<file path="src/rtl/imm_extend_unit.sv">
// rtl/imm_extend_unit.sv - immediate zero/sign extender with a 2-entry result FIFO (optional shift: IMMEXT_SHIFT_EN)
module imm_extend_unit #(
    parameter int OUT_W   = 16,
    parameter int IN_W    = 12,
    parameter int W_SHORT = 4,
    parameter int W_MID   = 8
) (
    input  logic             clk,
    input  logic             rst_n,
    input  logic             in_valid,
    output logic             in_ready,
    input  logic [IN_W-1:0]  number,
    input  logic [1:0]       field_sel,
    input  logic             mode,
`ifdef IMMEXT_SHIFT_EN
    input  logic [1:0]       shamt,
`endif
    output logic             out_valid,
    input  logic             out_ready,
    output logic [OUT_W-1:0] result,
    output logic             out_err
);

    typedef enum logic [1:0] {
        EMPTY = 2'd0,
        ONE   = 2'd1,
        TWO   = 2'd2
    } state_t;

    state_t state_q, state_d;

    logic [OUT_W-1:0] ext_val;
    logic [OUT_W-1:0] new_data;
    logic             new_err;
    logic [OUT_W-1:0] head_data, tail_data;
    logic             head_err, tail_err;
    logic             push, pop;

    assign push = in_valid && in_ready;
    assign pop  = out_valid && out_ready;

    // The signed cast replicates the top bit of the selected field up to OUT_W.
    always_comb begin
        ext_val = '0;
        unique case (field_sel)
            2'b00: ext_val = mode ? OUT_W'($signed(number[W_SHORT-1:0]))
                                  : OUT_W'(number[W_SHORT-1:0]);
            2'b01: ext_val = mode ? OUT_W'($signed(number[W_MID-1:0]))
                                  : OUT_W'(number[W_MID-1:0]);
            2'b10: ext_val = mode ? OUT_W'($signed(number[IN_W-1:0]))
                                  : OUT_W'(number[IN_W-1:0]);
            default: ext_val = '0;
        endcase
    end

    always_comb begin
        new_err = (field_sel == 2'b11);
`ifdef IMMEXT_SHIFT_EN
        new_data = new_err ? '0 : (ext_val << shamt);
`else
        new_data = new_err ? '0 : ext_val;
`endif
    end

    always_ff @(posedge clk) begin
        if (!rst_n) begin
            state_q  <= EMPTY;
            in_ready <= 1'b1;
        end else begin
            state_q  <= state_d;
            in_ready <= (state_d != TWO);
        end
    end

    always_comb begin
        state_d = state_q;
        unique case (state_q)
            EMPTY:   if (push) state_d = ONE;
            ONE: begin
                if (push && !pop)      state_d = TWO;
                else if (pop && !push) state_d = EMPTY;
            end
            TWO:     if (pop) state_d = ONE;
            default: state_d = EMPTY;
        endcase
    end

    // Head is what the consumer sees; tail is only occupied in TWO.
    always_ff @(posedge clk) begin
        if (!rst_n) begin
            head_data <= '0;
            head_err  <= 1'b0;
            tail_data <= '0;
            tail_err  <= 1'b0;
        end else begin
            unique case (state_q)
                EMPTY: begin
                    if (push) begin
                        head_data <= new_data;
                        head_err  <= new_err;
                    end
                end
                ONE: begin
                    if (push && pop) begin
                        head_data <= new_data;
                        head_err  <= new_err;
                    end else if (push) begin
                        tail_data <= new_data;
                        tail_err  <= new_err;
                    end
                end
                TWO: begin
                    if (pop) begin
                        head_data <= tail_data;
                        head_err  <= tail_err;
                    end
                end
                default: ;
            endcase
        end
    end

    always_comb begin
        out_valid = (state_q != EMPTY);
        result    = out_valid ? head_data : '0;
        out_err   = out_valid ? head_err : 1'b0;
    end

endmodule

</file>
<file path="config.mk">
export PLATFORM = sky130hd
export DESIGN_NAME = imm_extend_unit
export DESIGN_NICKNAME = d
export VERILOG_FILES = /design/src/rtl/imm_extend_unit.sv
export SDC_FILE = /design/constraint.sdc
export NUM_CORES = 1
export LEC_CHECK = 0
export CAP_MARGIN = 30
export CORE_MARGIN = 2
export CORE_UTILIZATION = 45
export CTS_CLUSTER_SIZE = 14
export DETAILED_ROUTE_END_ITERATION = 12
export GPL_ROUTABILITY_DRIVEN = 0
export PLACE_DENSITY_LB_ADDON = 0.1
export SYNTH_ARGS = -nofsm -noshare
export SYNTH_HDL_FRONTEND = slang
export SYNTH_SLANG_ARGS = --single-unit
</file>
<file path="constraint.sdc">
create_clock -name clk -period 1.8 [get_ports clk]
set_input_delay 0.36 -clock clk [delete_from_list [all_inputs] [get_ports clk]]
set_output_delay 0.36 -clock clk [all_outputs]
set_load 0.03 [all_outputs]
</file>
==> results.cfg <==
[run_status]
status = complete, no violations

[clock_network]
cts_buffers = 5
clock-sinks = 31
clk_latency_ns = 0.28
clk_pin_slew_worst_paths_ns = 0.06
htree_num_levels = 2
cts_tree = built
cts_root_buffer = clkbuf_8
cts.path.max_buffers = 2
hold_buffers = 0

[floorplan]
initial_core_util_pct = 45.84
die_h_um = 64.61
die-area_sq_um = 4174
core_sq_um = 3606
ios = 38
dieWidth_um = 64.61
rows = 22

[timing]
final.setup.worst_slack_ns = 0.07325
max_slew.worst_pin.slew_ns = 0.5482
slew_headroom_pct = 63.45
finalCriticalPeriod_ns = 1.727
grt_setup_unrepaired = false
finalCritPeriodShare_pct = 95.93
skew_ns = 0.001634
max_freq_mhz = 579.1
hold_ws_ns = 0.4638
slew_violations = 0
hold_violations = 0
setup_violations = 0

[synthesis]
syn_nets = 214
syn_area_per_cell_sq_um = 8.476
yosys.area.top_type = dfxtp_1
yosysSeqAreaShare_pct = 37.55
synth_top_area_share_pct = 37.55
synthCells = 195
synth_cell_types = 35
yosys_warnings = 0
synthTopCellsByArea = dfxtp_1 38%, and2_1 5.7%, nand2_1 5.5%
syn_area_sq_um = 1653
ys_seq_elements = 31

[route]
avgViaCountPerCell = 5.427
drt_first_pass_iters = 4
vias = 1601
drt_iter0_drc = 96
drc = 0
wl_per_cell_um = 13.38
antenna_left = 0
routed_wl_um = 3948

[grt]
antenna_found_initial = 0
grt_max_degree = 25
first_global_vias = 1543
grt_pass1_wl_um = 6934
grt_use_total_pct = 21.49
grt.overflow.total = 0

[critical_path]
r2r-end = tail_data[11]
critPathKind = register to output pin
timing.rr.start = state_q[1]
worstSetupStartpointType = register
crit_fanout = 8
cpPeakStageDelay_ns = 0.34
cp_slowest_cell = dfxtp_1
crit_path_end_kind = output pin
r2r_slack_ns = 0.24
worstRegToRegCells = 4
cp_data_arrival_time_ns = 1.37
required_ns = 1.44
crit_top_cell = buf_4
path_cells = or2_4 > buf_4 > and2_1 > buf_4

[power_and_ir_drop]
power_frac_comb_pct = 22.4
p_seq_share_pct = 43.4
leakage_nw = 0.9615
p_per_area_nw_per_um2 = 770.2
switching_share_pct = 26.55
pwr-share-clk_pct = 34.2
intPower_mw = 1.274
switching_power_uw = 460.6
ir_worst_vdd_v = 0.0004622

[placement]
post-place-ws_ns = -0.2073
port_buffers = 37
dp_hpwl_um = 2869

[final_layout]
diodes = 0
area_growth_pct = 36.26
seqCellArea_sq_um = 621.8
nFillCells = 323
multi_input_comb_area_sq_um = 909.6
layout.nets = 265
layout-drive-gt1-share_pct = 25.10

[min_path]
min_delay_worst_endpoint = tail_data[14]
hold_depth = 2
hold_class = register to register
min_from = tail_data[14]

[run]
cap_violations = 0
## worst max path at each step
stage	from	slack [ns]	end
3_5_place_dp	field_sel[0]	-0.21	tail_data[9]
5_1_grt	state_q[1]	0.01	result[6]
4_1_cts	state_q[0]	0.03	result[4]
2_1_floorplan	in_ready	0.005	tail_data[11]
3_3_place_gp	field_sel[0]	-0.20	tail_data[9]
6_report	state_q[1]	0.07	result[4]
## cell usage in the layout (no fill, tap or decap)
cell type,instances
buf_4,44
clkbuf_8,7
nor3_1,4
dfxtp_1,30
a21boi_0,5
mux2i_1,2
nor2_1,7
a211o_1,1
a211oi_1,3
nand4_1,1
o2bb2ai_1,1
o211ai_1,8
o211ai_4,1
and2_4,1
dfxtp_2,1
or2_4,1
o21ai_0,8
nor3b_1,4
a31oi_1,2
o21a_1,4
o211a_1,8
nor3b_2,1
clkdlybuf4s50_1,19
nor4b_4,1
nand2_1,24
nand4b_1,1
or4b_4,1
and2_1,14
o22ai_1,7
nand3_1,16
nand2_2,1
or3b_2,1
a21oi_1,6
nand2b_1,1
buf_12,2
nand3b_1,5
clkbuf_1,1
nor2b_1,3
## power by group through the flow
stage	sequential, mW	clock, mW	combinational (mW)
2_1_floorplan	0.760	0	0.237
3_3_place_gp	0.764	0	0.373
3_5_place_dp	0.766	0	0.381
4_1_cts	0.752	0.611	0.391
5_1_grt	0.757	0.644	0.424
6_report	0.752	0.593	0.389
## Yosys cell counts, drive strengths merged
library cell / number
a21boi: 5
and2: 15
nand4: 1
buf: 12
or4b: 1
a31oi: 2
nor4b: 1
mux2i: 2
nand3: 16
clkbuf: 9
dfxtp: 31
o22ai: 7
o21a: 4
nor3: 4
nor3b: 5
nand3b: 5
a211o: 1
a21oi: 6
o211ai: 9
o2bb2ai: 1
o21ai: 8
or3b: 1
o211a: 8
nand2b: 1
nand2: 25
nor2b: 3
nand4b: 1
a211oi: 3
nor2: 7
or2: 1
## per-layer routing
layer  vias to the layer above  routed length (um)  track usage [%]  part of all wire, %
met5                         -                   0                0                    0
met3                         6                 205            3.819                  5.2
met4                         0                  59            9.840                  1.5
met1                       753                1728            25.62                   44
met2                        45                1955            37.50                   50
li1                        797                   -                -                    -
## flip-flops by register name, summed over array words and instances, names as in the netlist
| register | count |
|---|---|
| tail_data | 13 |
| tail_err | 1 |
| in_ready | 1 |
| state_q | 2 |
| head_err | 1 |
| head_data | 13 |
## worst max-delay path: cells and delay by family (launching register included)
family                 cells  cell delay (ns)
buffers and inverters      2             0.32
DFF                        1             0.34
and+or+nand+nor            2             0.43
## cells by family (layout without fill, tap and decap cells)
family / Yosys count / in the layout / share of synthesized area [%]
buffers and inverters: 21 / 73 / 8.024
and+or+nand+nor: 87 / 87 / 29.30
muxes: 2 / 2 / 1.211
DFF: 31 / 31 / 37.55
AOI/OAI and AO/OA: 54 / 54 / 23.92
## final cells by class
type,count,share of cell area [%]
timing repair buffer,65,24.89
tap,48,2.667
multi-input combinational,143,40.39
sequential,31,27.61
clock buffer,8,4.444
## per-stage QoR
step | TNS (ns) | std cells | utilization [%] | instance area, sq um | power (mW)
final | 0 | 295 | 62.46 | 2252 | 1.735
after global routing | 0 | 295 | 62.46 | 2252 | 1.825
after CTS | 0 | 295 | 62.28 | 2246 | 1.755
after detailed placement | -2.595 | 285 | 59.02 | 2128 | 1.147
after global placement | -2.161 | 285 | 59.02 | 2128 | 1.137
after floorplan | 0 | 195 | - | 1657 | 0.9970
## what timing repair did
action | CTS | global route
pin swaps | 1 | 0
setup buffers | 2 | 0
setup endpoints to repair | 14 | 20
endpoints found under the hold margin | 0 | 0
gates resized for setup | 1 | 2
No activity file was read; power rests on OpenSTA's default activity.
==> edit 1 (same settings) <==
The parameter `W_MID` goes from 8 to 7.
--- a/src/rtl/imm_extend_unit.sv
+++ b/src/rtl/imm_extend_unit.sv
@@ -5,3 +5,3 @@
     parameter int W_SHORT = 4,
-    parameter int W_MID   = 8
+    parameter int W_MID   = 7
 ) (
Behaviour: not the same (a bounded check fails within 4 cycles, from zero or initial values and one cycle with rst_n low).
==> edit 1 against the original RTL <==
  * Cell area is 0.78% lower
  * Highest routed layer unchanged
  * Largest cell class unchanged
  * Synthesized cell count unchanged
  * Total power fell by 10%
  * Sequential cell count stayed put
  * Via count grew 1.5%
  * Wire length rose by 2.8%
  * Worst setup slack got worse by 45 ps
  * Sequential power decreased by 0.7%
  * Core utilization increased by 3.5 points
  * Synthesized area shrank 2.0%
==> edit 1: results (changes against the original RTL) <==
metric,value,unit,change
fin_cells,294,,-0.34%
dp.cells,284,,-0.35%
netlist_top_cells_count,"31 x dfxtp_1, 25 x nand2_1, 14 x a21oi_1, 14 x and2_1, 13 x nand3_1",,
clock.fmax,564,MHz,-2.6%
cpPeakStageDelay,370,ps,+30 ps
dpl_cell_area,2090,sq um,-1.9%
worst_ir_drop_vdd,0.000428,V,-7.4%
ys_seq_area_share,38.3,%,+0.75 points
yosys-top-cells-area,"dfxtp_1 38%, nand2_1 5.8%, and2_1 5.4%",,
finalWirelength,4.06,mm,+2.8%
via_per_inst,5.53,,+1.8%
relSlewSlack,58.1,%,-5.3 points
outcome,"complete, no violations",,
layout-drive-gt1-share,25.4,%,+0.30 points
fill_cells,301,,-6.8%
synth_cell_types,36,,+2.9%
cp_slowest_cell,dfxtp_4,,
crit-reg2reg-launch,state_q[0]$_SDFF_PN0_,,
clock_skew,13.2,ps,+11.5 ps
reg2reg_to,head_data[11]$_SDFFE_PN0P_,,
ff2ff_setup_slack,100,ps,-140 ps
reg2reg_depth,7,,+3
cts_root_buf,clkbuf_4,,
grt_pass1_wl,6.76,mm,-2.5%
cp_max_fo,11,,+3
-- edit 1: cell types whose count changed in the layout (fill, tap and decap cells not counted), sizes merged, moves of 2 or more --
cell,delta
nor3b,-5
clkinv,+2
buf,-2
a31oi,+2
a21oi,+8
nor2,+4
nand3,-3
o21a,-3
a211oi,+6
inv,+2
nor2b,-2
a21boi,-5
a311oi,+7
o211a,-7
-- edit 1: kinds of logic after synthesis --
| group | Yosys count | share of synthesized area (%) |
|---|---|---|
| multiplexers | 2 | 1.31 |
| AO/OA/AOI/OAI | 60 | 26.7 |
| buffers and inverters | 21 | 7.57 |
| flip-flops | 31 | 38.3 |
| AND/OR/NAND/NOR | 81 | 26.1 |
-- edit 1: report_power, final --
| part | total (mW) | internal (mW) | switching (mW) |
|---|---|---|---|
| sequential | 0.747 | 0.727 | 0.0195 |
| combinational | 0.414 | 0.203 | 0.211 |
| clock | 0.400 | 0.152 | 0.248 |
-- edit 1: worst min path at each step --
stage | start | to | slack [ps] | cells after the start
after floorplan | tail_data[6]$_SDFFE_PN0P_ | tail_data[6]$_SDFFE_PN0P_ | 430 | 2
after global placement | tail_data[6]$_SDFFE_PN0P_ | tail_data[6]$_SDFFE_PN0P_ | 440 | 2
after detailed placement | tail_data[3]$_SDFFE_PN0P_ | tail_data[3]$_SDFFE_PN0P_ | 450 | 2
after CTS | tail_data[3]$_SDFFE_PN0P_ | tail_data[3]$_SDFFE_PN0P_ | 460 | 2
after global routing | tail_data[0]$_SDFFE_PN0P_ | tail_data[0]$_SDFFE_PN0P_ | 480 | 2
final | tail_data[6]$_SDFFE_PN0P_ | tail_data[6]$_SDFFE_PN0P_ | 470 | 2
-- edit 1: cell type report --
cell class                      count  area (sq um)  share of cell area (%)
Multi-Input combinational cell    143           887                    39.7
Sequential cell                    31           626                    28.0
Timing Repair Buffer               63           603                    27.0
Tap cell                           46          57.6                    2.58
Clock buffer                        7          45.0                    2.02
Inverter                            3          11.3                   0.504
Clock inverter                      1          5.00                   0.224
-- edit 1: repair_timing --
item / 4_1_cts / 5_1_grt
setup endpoints to repair: 17 / 18
cloned: 0 / 0
buffers inserted: 1 / 1
hold buffers: 0 / 0
resized for setup: 7 / 18
pin swaps: 0 / 1
-- edit 1: per-layer routing --
metal	vias to the layer above	GRT usage (%)	part of all wire, %
met3	7	5.81	5.9
met4	0	6.52	1.3
li1	817	-	-
met2	35	36.6	50
met1	766	25.3	43
met5	-	0	0
-- edit 1: critical path, delay by kind of cell, from the launching register on --
family | cells | cell delay [ps]
buf+inv | 2 | 280
flops | 1 | 370
simple gates | 2 | 430
==> edit 2 (config.mk and constraints unchanged) <==
Made on the original files. Put a register stage on the output `out_err`, cleared by the reset. The value now appears one clock later. The other outputs are not delayed to match.
--- a/src/rtl/imm_extend_unit.sv
+++ b/src/rtl/imm_extend_unit.sv
@@ -28,2 +28,4 @@
     } state_t;
+
+    logic out_err_d;
 
@@ -125,3 +127,11 @@
         result    = out_valid ? head_data : '0;
-        out_err   = out_valid ? head_err : 1'b0;
+        out_err_d = out_valid ? head_err : 1'b0;
+    end
+
+    always_ff @(posedge clk) begin
+        if (!rst_n) begin
+            out_err <= '0;
+        end else begin
+            out_err <= out_err_d;
+        end
     end
Formal check against the unedited RTL: not equivalent (a bounded check fails within 4 cycles, from zero or initial values and one cycle with rst_n low).
==> edit 2 against the original RTL <==
  * Synthesized area is 1.4% higher
  * Global-route usage down 1.8 points
  * Die area up 1.4%
  * Sequential cell count rose by 1
  * First-iteration DRC count is 50% higher
  * Register-to-register slack improved by 50 ps
  * Cell area decreased by 2.8%
  * Wire length fell by 0.41%
  * Total power decreased by 5.8%
  * Worst setup slack better by 7.4 ps
==> edit 2: results (changes against the original RTL) <==
metric,value,unit,change
outcome,"complete, no violations",,
cts_root_buf,clkbuf_8,,
topRoutingLayerUsed,met4,,
max-clock-path-buffers,2,,unchanged
layout-drive-gt1-share,16.6,%,-8.5 points
dr.pass1.iters,4,,unchanged
diodes,0,,unchanged
grt_antenna_before_repair,0,,unchanged
ys.warnings.count,0,,unchanged
clock_skew,5.12,ps,+3.48 ps
reg2reg_depth,4,,unchanged
setup_ws,80.7,ps,+7.44 ps
grt_usage,19.7,%,-1.8 points
hold_path_depth,2,,unchanged
dp_slack,-136,ps,+70.8 ps
ff2ff_setup_slack,290,ps,+50 ps
hp-class,flip-flop to flip-flop,,
via_per_inst,5.40,,-0.51%
wl_met2,1.98,mm,+1.0%
syn_nets,211,,-1.4%
routedWlPerCell,13.9,um,+3.8%
relSlewSlack,66.6,%,+3.2 points
nNetsFinal,254,,-4.2%
dp.cells,276,,-3.2%
hp-start,head_data[4]$_SDFFE_PN0P_,,
synth_cells,192,,-1.5%
cts_max_level,2,,unchanged
synthFlopType,dfxtp_1,,
vias,1528,,-4.6%
netlist_top_cells_count,"32 x dfxtp_1, 19 x nand2_1, 18 x nor2_1",,
cts_setup_buffers,0,,-2
top_regs,"head_data: 13 flops, tail_data: 13 flops, state_q: 2 flops",,
leakagePower,0.861,nW,-10%
cts_buffers,5,,unchanged
yosys-top-cells-area,"dfxtp_1 38%, nor2b_1 5.2%, nand2_1 4.3%",,
holdPathEnd,head_data[4]$_SDFFE_PN0P_,,
reg2reg_to,head_data[6]$_SDFFE_PN0P_,,
ys_seq_area_share,38.2,%,+0.66 points
path_class,flip-flop to primary output,,
whs,464,ps,-0.154 ps
crit_end,result[6],,
ys_async_sr_fraction,0,%,unchanged
grt_max_degree,29,,+16%
dpl.hpwl,2.78,mm,-3.1%
wl_met3,217,um,+5.9%
dr.first_iter.drc_count,144,,+50%
grt_pass1_vias,1440,,-6.7%
arrival,1360,ps,
clk_pin_slew,60,ps,about the same
wl_met1,1.72,mm,-0.46%
grt_pass1_wl,6.44,mm,-7.1%
worst_ir_drop_vdd,0.000452,V,-2.1%
synth_cell_types,40,,+14%
cp_max_fo,9,,+1
edit 2: cell type report:
| type | count | area, sq um |
|---|---|---|
| Timing Repair Buffer | 54 | 488 |
| Tap cell | 48 | 60.1 |
| Fill cell | 357 | 1450 |
| Clock buffer | 6 | 72.6 |
| Sequential cell | 32 | 641 |
| Inverter | 4 | 15.0 |
| Multi-Input combinational cell | 138 | 907 |
| Clock inverter | 1 | 5.00 |
edit 2: timing repair:
action	4_1_cts	5_1_grt
endpoints found under the setup margin	17	5
hold buffers	0	0
endpoints found under the hold margin	0	0
gates cloned	0	0
resized for setup	17	9
edit 2: where the power goes:
group          internal, mW  leakage [nW]  switching [mW]
logic                 0.168         0.559           0.189
registers             0.747         0.261          0.0172
clock network         0.262        0.0410           0.249
edit 2: cells by family after synthesis:
| family | after synthesis | share of synthesized area (%) |
|---|---|---|
| AND/OR/NAND/NOR | 73 | 23.6 |
| buffers and inverters | 22 | 7.84 |
| multiplexers | 8 | 4.85 |
| AO/OA/AOI/OAI | 57 | 25.5 |
| flip-flops | 32 | 38.2 |
edit 2: stage by stage:
step                      cell area, sq um  util [%]
after global routing                  2190      60.2
after global placement                2150      59.1
after floorplan                       1680         -
final                                 2190      60.2
after detailed placement              2150      59.1
after CTS                             2200      60.6
edit 2: layer usage:
metal / global-route usage [%] / up-vias
li1: - / 764
met1: 24.4 / 720
met5: 0 / -
met3: 4.51 / 2
met4: 8.07 / 0
met2: 32.9 / 42
edit 2: worst max-delay path, cell delays in order (launching register included):
cell and delay (ps):
dfxtp_1 330, nor2_1 60, buf_4 170, nor2b_1 120, dlygate4sd2_1 400
